**config.mk**
```make
export PLATFORM = sky130hd
export DESIGN_NAME = dmem_arbiter_flat
export DESIGN_NICKNAME = d
export VERILOG_FILES = /design/src/rtl/dmem_arbiter_if.sv /design/src/rtl/dmem_arbiter.sv /design/src/flat_wrapper.sv
export SDC_FILE = /design/constraint.sdc
export NUM_CORES = 1
export LEC_CHECK = 0
export BUFFER_PORTS_ARGS = -buffer_cell sky130_fd_sc_hd__buf_2
export CAP_MARGIN = 20
export CORE_MARGIN = 5
export CORE_UTILIZATION = 50
export CTS_CLUSTER_DIAMETER = 50
export DETAILED_ROUTE_END_ITERATION = 8
export PLACE_DENSITY = 0.94
export SETUP_SLACK_MARGIN = 0.1
export SLEW_MARGIN = 20
export SYNTH_ARGS = -nofsm -noshare
export SYNTH_HDL_FRONTEND = slang
export SYNTH_SLANG_ARGS = --single-unit
```
**constraint.sdc**
```tcl
create_clock -name clk -period 2.99 [get_ports clk]
set_input_delay 0.598 -clock clk [delete_from_list [all_inputs] [get_ports clk]]
set_output_delay 0.598 -clock clk [all_outputs]
set_load 0.05 [all_outputs]
```
**src/rtl/dmem_arbiter_if.sv**
```systemverilog
// Bus bundle between the two requesters, the arbiter and the single-port data memory.
// The slave modport is the arbiter view; master is the requester-plus-memory side.
interface dmem_arbiter_if;
    logic       req0, req1;
    logic       we0, we1;
    logic [7:0] addr0, addr1;
    logic [7:0] wdata0, wdata1;
    logic       gnt0, gnt1;
    logic       ack0, ack1;
    logic       err0, err1;
    logic [7:0] rdata0, rdata1;
    logic [7:0] mem_address;
    logic [7:0] mem_writeData;
    logic       mem_MemWrite;
    logic       mem_MemRead;
    logic [7:0] mem_readData;

    modport slave (
        input  req0, req1, we0, we1, addr0, addr1, wdata0, wdata1, mem_readData,
        output gnt0, gnt1, ack0, ack1, err0, err1, rdata0, rdata1,
        output mem_address, mem_writeData, mem_MemWrite, mem_MemRead
    );

    modport master (
        output req0, req1, we0, we1, addr0, addr1, wdata0, wdata1, mem_readData,
        input  gnt0, gnt1, ack0, ack1, err0, err1, rdata0, rdata1,
        input  mem_address, mem_writeData, mem_MemWrite, mem_MemRead
    );
endinterface

```
**src/rtl/dmem_arbiter.sv**
```systemverilog
// Two-port round-robin arbiter serialising req/ack transactions onto a single-port
// 32x8 data memory; each access takes IDLE -> SERVE -> DONE (one access per 3 cycles).
module dmem_arbiter #(
    parameter int DEPTH = 32
) (
    input  logic           clk,
    input  logic           reset,
    dmem_arbiter_if.slave  bus
);
    typedef enum logic [1:0] {
        IDLE  = 2'd0,
        SERVE = 2'd1,
        DONE  = 2'd2
    } state_t;

    localparam logic [8:0] DEPTH_L = 9'(DEPTH);

    state_t     r_state;
    state_t     w_next;
    logic       r_owner;
    logic       r_last_owner;
    logic       r_we;
    logic [7:0] r_addr;
    logic [7:0] r_wdata;
    logic [7:0] r_rdata0;
    logic [7:0] r_rdata1;

    logic       w_any_req;
    logic       w_pick;
    logic       w_in_range;
    logic       w_gnt;
    logic       w_done;
    logic       w_mem_write;
    logic       w_mem_read;
    logic [7:0] w_mem_address;
    logic [7:0] w_mem_writeData;
    logic [7:0] w_read_value;

    assign w_any_req  = bus.req0 | bus.req1;
    // On a contest the port that did not own the memory last time wins.
    assign w_pick     = (bus.req0 & bus.req1) ? ~r_last_owner : bus.req1;
    assign w_in_range = ({1'b0, r_addr} < DEPTH_L);
    assign w_read_value = w_in_range ? bus.mem_readData : 8'h00;

    // NOTE: sequential state uses non-blocking (<=) so every register samples pre-edge values.
    always_ff @(posedge clk or negedge reset) begin
        if (!reset) begin
            r_state <= IDLE;
        end else begin
            r_state <= w_next;
        end
    end

    // NOTE: every output of this block gets a default first, so no path can infer a latch.
    always_comb begin
        w_next          = r_state;
        w_gnt           = 1'b0;
        w_done          = 1'b0;
        w_mem_write     = 1'b0;
        w_mem_read      = 1'b0;
        w_mem_address   = 8'h00;
        w_mem_writeData = 8'h00;
        case (r_state)
            IDLE: begin
                if (w_any_req) begin
                    w_next = SERVE;
                end
            end
            SERVE: begin
                w_gnt           = 1'b1;
                w_mem_address   = r_addr;
                w_mem_writeData = r_wdata;
                w_mem_write     = w_in_range & r_we;
                w_mem_read      = w_in_range & ~r_we;
                w_next          = DONE;
            end
            DONE: begin
                w_gnt  = 1'b1;
                w_done = 1'b1;
                w_next = IDLE;
            end
            default: begin
                w_next = IDLE;
            end
        endcase
    end

    always_ff @(posedge clk or negedge reset) begin
        if (!reset) begin
            r_owner      <= 1'b0;
            r_last_owner <= 1'b1;
            r_we         <= 1'b0;
            r_addr       <= 8'h00;
            r_wdata      <= 8'h00;
            r_rdata0     <= 8'h00;
            r_rdata1     <= 8'h00;
        end else begin
            if (r_state == IDLE && w_any_req) begin
                r_owner      <= w_pick;
                r_last_owner <= w_pick;
                r_we         <= w_pick ? bus.we1    : bus.we0;
                r_addr       <= w_pick ? bus.addr1  : bus.addr0;
                r_wdata      <= w_pick ? bus.wdata1 : bus.wdata0;
            end
            // Read data is captured at the SERVE-closing edge; out-of-range reads return zero.
            if (r_state == SERVE && !r_we) begin
                if (r_owner) begin
                    r_rdata1 <= w_read_value;
                end else begin
                    r_rdata0 <= w_read_value;
                end
            end
        end
    end

    assign bus.gnt0          = w_gnt & ~r_owner;
    assign bus.gnt1          = w_gnt &  r_owner;
    assign bus.ack0          = w_done & ~r_owner;
    assign bus.ack1          = w_done &  r_owner;
    assign bus.err0          = w_done & ~r_owner & ~w_in_range;
    assign bus.err1          = w_done &  r_owner & ~w_in_range;
    assign bus.rdata0        = r_rdata0;
    assign bus.rdata1        = r_rdata1;
    assign bus.mem_address   = w_mem_address;
    assign bus.mem_writeData = w_mem_writeData;
    assign bus.mem_MemWrite  = w_mem_write;
    assign bus.mem_MemRead   = w_mem_read;
endmodule

```
**src/flat_wrapper.sv**
```systemverilog
// flat-port wrapper written by rule: the top's interface ports become plain ports
module dmem_arbiter_flat 
#(
    parameter int DEPTH = 32
)
  (clk, reset, bus_req0, bus_req1, bus_we0, bus_we1, bus_addr0, bus_addr1, bus_wdata0, bus_wdata1, bus_mem_readData, bus_gnt0, bus_gnt1, bus_ack0, bus_ack1, bus_err0, bus_err1, bus_rdata0, bus_rdata1, bus_mem_address, bus_mem_writeData, bus_mem_MemWrite, bus_mem_MemRead);
  dmem_arbiter_if bus_i ();
  input  logic clk;
  input  logic reset;
  input wire logic [$bits(bus_i.req0)-1:0] bus_req0;
  input wire logic [$bits(bus_i.req1)-1:0] bus_req1;
  input wire logic [$bits(bus_i.we0)-1:0] bus_we0;
  input wire logic [$bits(bus_i.we1)-1:0] bus_we1;
  input wire logic [$bits(bus_i.addr0)-1:0] bus_addr0;
  input wire logic [$bits(bus_i.addr1)-1:0] bus_addr1;
  input wire logic [$bits(bus_i.wdata0)-1:0] bus_wdata0;
  input wire logic [$bits(bus_i.wdata1)-1:0] bus_wdata1;
  input wire logic [$bits(bus_i.mem_readData)-1:0] bus_mem_readData;
  output wire logic [$bits(bus_i.gnt0)-1:0] bus_gnt0;
  output wire logic [$bits(bus_i.gnt1)-1:0] bus_gnt1;
  output wire logic [$bits(bus_i.ack0)-1:0] bus_ack0;
  output wire logic [$bits(bus_i.ack1)-1:0] bus_ack1;
  output wire logic [$bits(bus_i.err0)-1:0] bus_err0;
  output wire logic [$bits(bus_i.err1)-1:0] bus_err1;
  output wire logic [$bits(bus_i.rdata0)-1:0] bus_rdata0;
  output wire logic [$bits(bus_i.rdata1)-1:0] bus_rdata1;
  output wire logic [$bits(bus_i.mem_address)-1:0] bus_mem_address;
  output wire logic [$bits(bus_i.mem_writeData)-1:0] bus_mem_writeData;
  output wire logic [$bits(bus_i.mem_MemWrite)-1:0] bus_mem_MemWrite;
  output wire logic [$bits(bus_i.mem_MemRead)-1:0] bus_mem_MemRead;
  assign bus_i.req0 = bus_req0;
  assign bus_i.req1 = bus_req1;
  assign bus_i.we0 = bus_we0;
  assign bus_i.we1 = bus_we1;
  assign bus_i.addr0 = bus_addr0;
  assign bus_i.addr1 = bus_addr1;
  assign bus_i.wdata0 = bus_wdata0;
  assign bus_i.wdata1 = bus_wdata1;
  assign bus_i.mem_readData = bus_mem_readData;
  assign bus_gnt0 = bus_i.gnt0;
  assign bus_gnt1 = bus_i.gnt1;
  assign bus_ack0 = bus_i.ack0;
  assign bus_ack1 = bus_i.ack1;
  assign bus_err0 = bus_i.err0;
  assign bus_err1 = bus_i.err1;
  assign bus_rdata0 = bus_i.rdata0;
  assign bus_rdata1 = bus_i.rdata1;
  assign bus_mem_address = bus_i.mem_address;
  assign bus_mem_writeData = bus_i.mem_writeData;
  assign bus_mem_MemWrite = bus_i.mem_MemWrite;
  assign bus_mem_MemRead = bus_i.mem_MemRead;
  dmem_arbiter #(.DEPTH(DEPTH)) u_core (.clk(clk), .reset(reset), .bus(bus_i));
endmodule
```
==> impl_results.md <==
- Status: finished, final reports clean
- Setup violators final: 0
- Fill cells: between 300 and 400
- Clk_lat worst skew: 0.28 ns
- Clock skew: 0.003491 ns
- Largest net degree at the start of global routing: 38
- DRC Markers: 0
- Asr flop ratio synth: 100.0%
- First-pass GRT wire length: roughly 7000 um
- CTS sink cnt: 37
- DR vias: 1642
- WL per Instance: between 10 and 15 um
- Simple logic cell fraction of the synthesized area: 21.61%
- IO Pins: 86
- Critical path class: reg2out
- Slowest stage delay, CP: 0.56 ns
- CTS Buffer Depth: 2
- Primary FF master, synth: dfrtp_1
- Synth Net Count: 251
- Share of layout cells above drive strength 1: 39.01%
- Post-CTS Setup Bufs: 0
- Max VDD drop: 718.1 uV
- Netlist cell types: 31
- Initial DRC Count: about 120
- Die Wd: 70.78 um
- Detailed Place HPWL: between 3000 and 4000 um
- Layout area overhead: 26.36%
- Multiplexer area fraction after synthesis: 0.6098%
- Vias/cell: 4.976
- Initial Util: approximately half
- Clock-pin slew on the worst setup and hold paths: ~0.070 ns
- Hold Fails Final Rpt: 0
- Overall Global Routing Usage: 17.19%
- Fin nets: 330
- Die area: roughly 5000 um2
- CTS H-tree depth: 2
- Critical path arrival: around 1.8 ns
- CTS Buf Count: 5
- Post-synth EDFFs: 0
- Final Cycle Share: about four fifths
- Vias in the first global route: roughly 1600
- Mapped cell area: 1847 um2
- Post-Route Setup TNS: 0 ns
- Hold/Removal Path Class: in2async
- Worst Max-Slew Pin Slew: a little over 0.8 ns
- Leakage: 0.001214 uW
- CTS tree: built
- Pwr dens: 1315 nW/um2
- Minimum clock period: between 2 and 2.5 ns
- Required time of the critical path: approximately 2.4 ns
- Sequential cell area: approximately 900 um2
- Synthesized area per cell: 9.142 um2
- GP Congestion: ~0.81
- # resized after CTS: 0
- Critical path peak fanout: 21
- Compound-Gate Fraction of Synth Area: 20.12%
- Max Freq: 414.8 MHz
- Slew headroom: 46.14%
- Post-synthesis sequential area ratio: 50.20%
- Post-Synth Adder-Cell Area: 2.033%
- Main combinational cell family by area after synthesis: simple AND/OR/NAND/NOR gates
- CP max-delay cell: ha_1
- Initial antenna violation count: 0
- Inserted Diodes: 0
- CTS Root Cell: clkbuf_8
- Area of the multi-input gates: 819.5 um2
- Tot Pwr: 3069 uW
- Startpoint types: flop
- Post-Synthesis Cells: around 200
- Seq cells post-synth: 37
- TritonRoute pass-1 iters: 4
- Post-route ant nets: 0
- Core footprint: 3606 um2
- Setup crit end kind: output pin
- Die Ht: 70.78 um
- Total Wirelength: 4374 um
- Synth Area in XOR/XNOR: 0%
- Worst path cell trace: inv_1 > ha_1 > and3_1 > buf_2
- I/O Buffers: 85
- Rows: 22
- YS warnings: 0
- Total grt overflow: 0
- RSZ-0062 raised after global routing: no
- Cts hold-fix bufs: 0
- Final Max Tran Viols: 0
- Max-cap violation count: 0
## worst paths after layout
path                                                  start                               end  slack (ns)  depth (start not counted)
min in group clk           u_core.bus.rdata1[4]$_DFFE_PN0P_  u_core.bus.rdata1[4]$_DFFE_PN0P_        0.48                          2
min                                                   reset  u_core.bus.rdata0[0]$_DFFE_PN0P_        0.40                          1
max reg2reg                   u_core.r_state[1]$_DFFE_PN0P_  u_core.bus.rdata0[1]$_DFFE_PN0P_        0.93                          5
min reg2reg                u_core.bus.rdata1[4]$_DFFE_PN0P_  u_core.bus.rdata1[4]$_DFFE_PN0P_        0.48                          2
max in group asynchronous                             reset      u_core.r_addr[2]$_DFFE_PN0P_        2.08                          1
max                           u_core.r_state[1]$_DFFE_PN0P_                  bus_mem_MemWrite        0.58                          4
## layout by cell type (no fill, tap or decap), types with 4 or more instances in the layout
master    synthesis  final
buf_2             2     85
nand2_1          42     42
dfrtp_1          36     36
a21oi_1          26     26
and2_1           18     18
nor2_1           18     18
o21ai_0           9      9
a21oi_2           9      9
o21ai_1           5      5
clkbuf_8          0      5
nor2b_1           4      4
## metrics by stage
step	std cells	utilization [%]	setup slack, ns	area, um2	hold WS [ns]
floorplan	202	-	0.2499	1847	0.3024
global placement	322	62.32	0.8968	2247	0.4557
detailed placement	322	62.32	0.8518	2247	0.4703
CTS	330	64.71	0.5314	2333	0.4275
global route	330	64.71	0.4279	2333	0.4741
finish	330	64.71	0.5792	2333	0.4049
## routing by layer
layer / vias up / GRT usage, % / share of wire, %
met5: - / 0 / 0
met4: 0 / 5.637 / 0.62
met3: 2 / 3.835 / 8.2
met2: 66 / 30.38 / 50
met1: 750 / 20.67 / 42
li1: 824 / - / -
## cell families (layout without fill, tap and decap cells)
family	Yosys count	after routing
adder cells (fa/ha/maj)	3	3
AND/OR/NAND/NOR	87	87
flip-flops	37	37
multiplexers	1	1
AO/OA/AOI/OAI	58	58
buffers and inverters	16	96
## cells in the mapped netlist, types with 3 or more instances
master / number / area share (%)
a21oi_1: 26 / 7.0
a21oi_2: 9 / 4.3
and2_1: 18 / 6.1
buf_4: 3 / 1.2
buf_6: 3 / 1.8
clkbuf_1: 3 / 0.61
clkbuf_2: 3 / 0.81
dfrtp_1: 36 / 49
ha_1: 3 / 2.0
nand2_1: 42 / 8.5
nor2_1: 18 / 3.7
nor2b_1: 4 / 1.4
o21ai_0: 9 / 2.4
o21ai_1: 5 / 1.4
## worst max-delay path, delay by kind of cell, from the launching register on
kind	cells	cell delay, ns
fa+ha+maj	1	0.56
flops	1	0.39
buf+inv	2	0.34
simple gates	1	0.24
## area by class of cell
type                            count  area share, %
Clock buffer                        5          2.949
Clock inverter                      3         0.7507
Inverter                            2         0.3217
Multi-Input combinational cell    149          35.12
Sequential cell                    37          39.73
Tap cell                           48          2.574
Timing Repair Buffer               86          18.55
## flip-flops by register name, indices dropped and copies added, names as in the netlist
register / flops
u_core.r_we: 1
u_core.r_wdata: 8
u_core.r_state: 2
u_core.r_owner: 1
u_core.bus.rdata0: 8
u_core.r_addr: 8
u_core.r_last_owner: 1
u_core.bus.rdata1: 8
## power by group
group / internal [uW] / switching [uW] / leakage (uW)
Combinational: 470 / 1370 / 0.000716
Clock: 161 / 172 / 0.0000439
Sequential: 754 / 142 / 0.000454
Power figures use the tool's default switching activity.
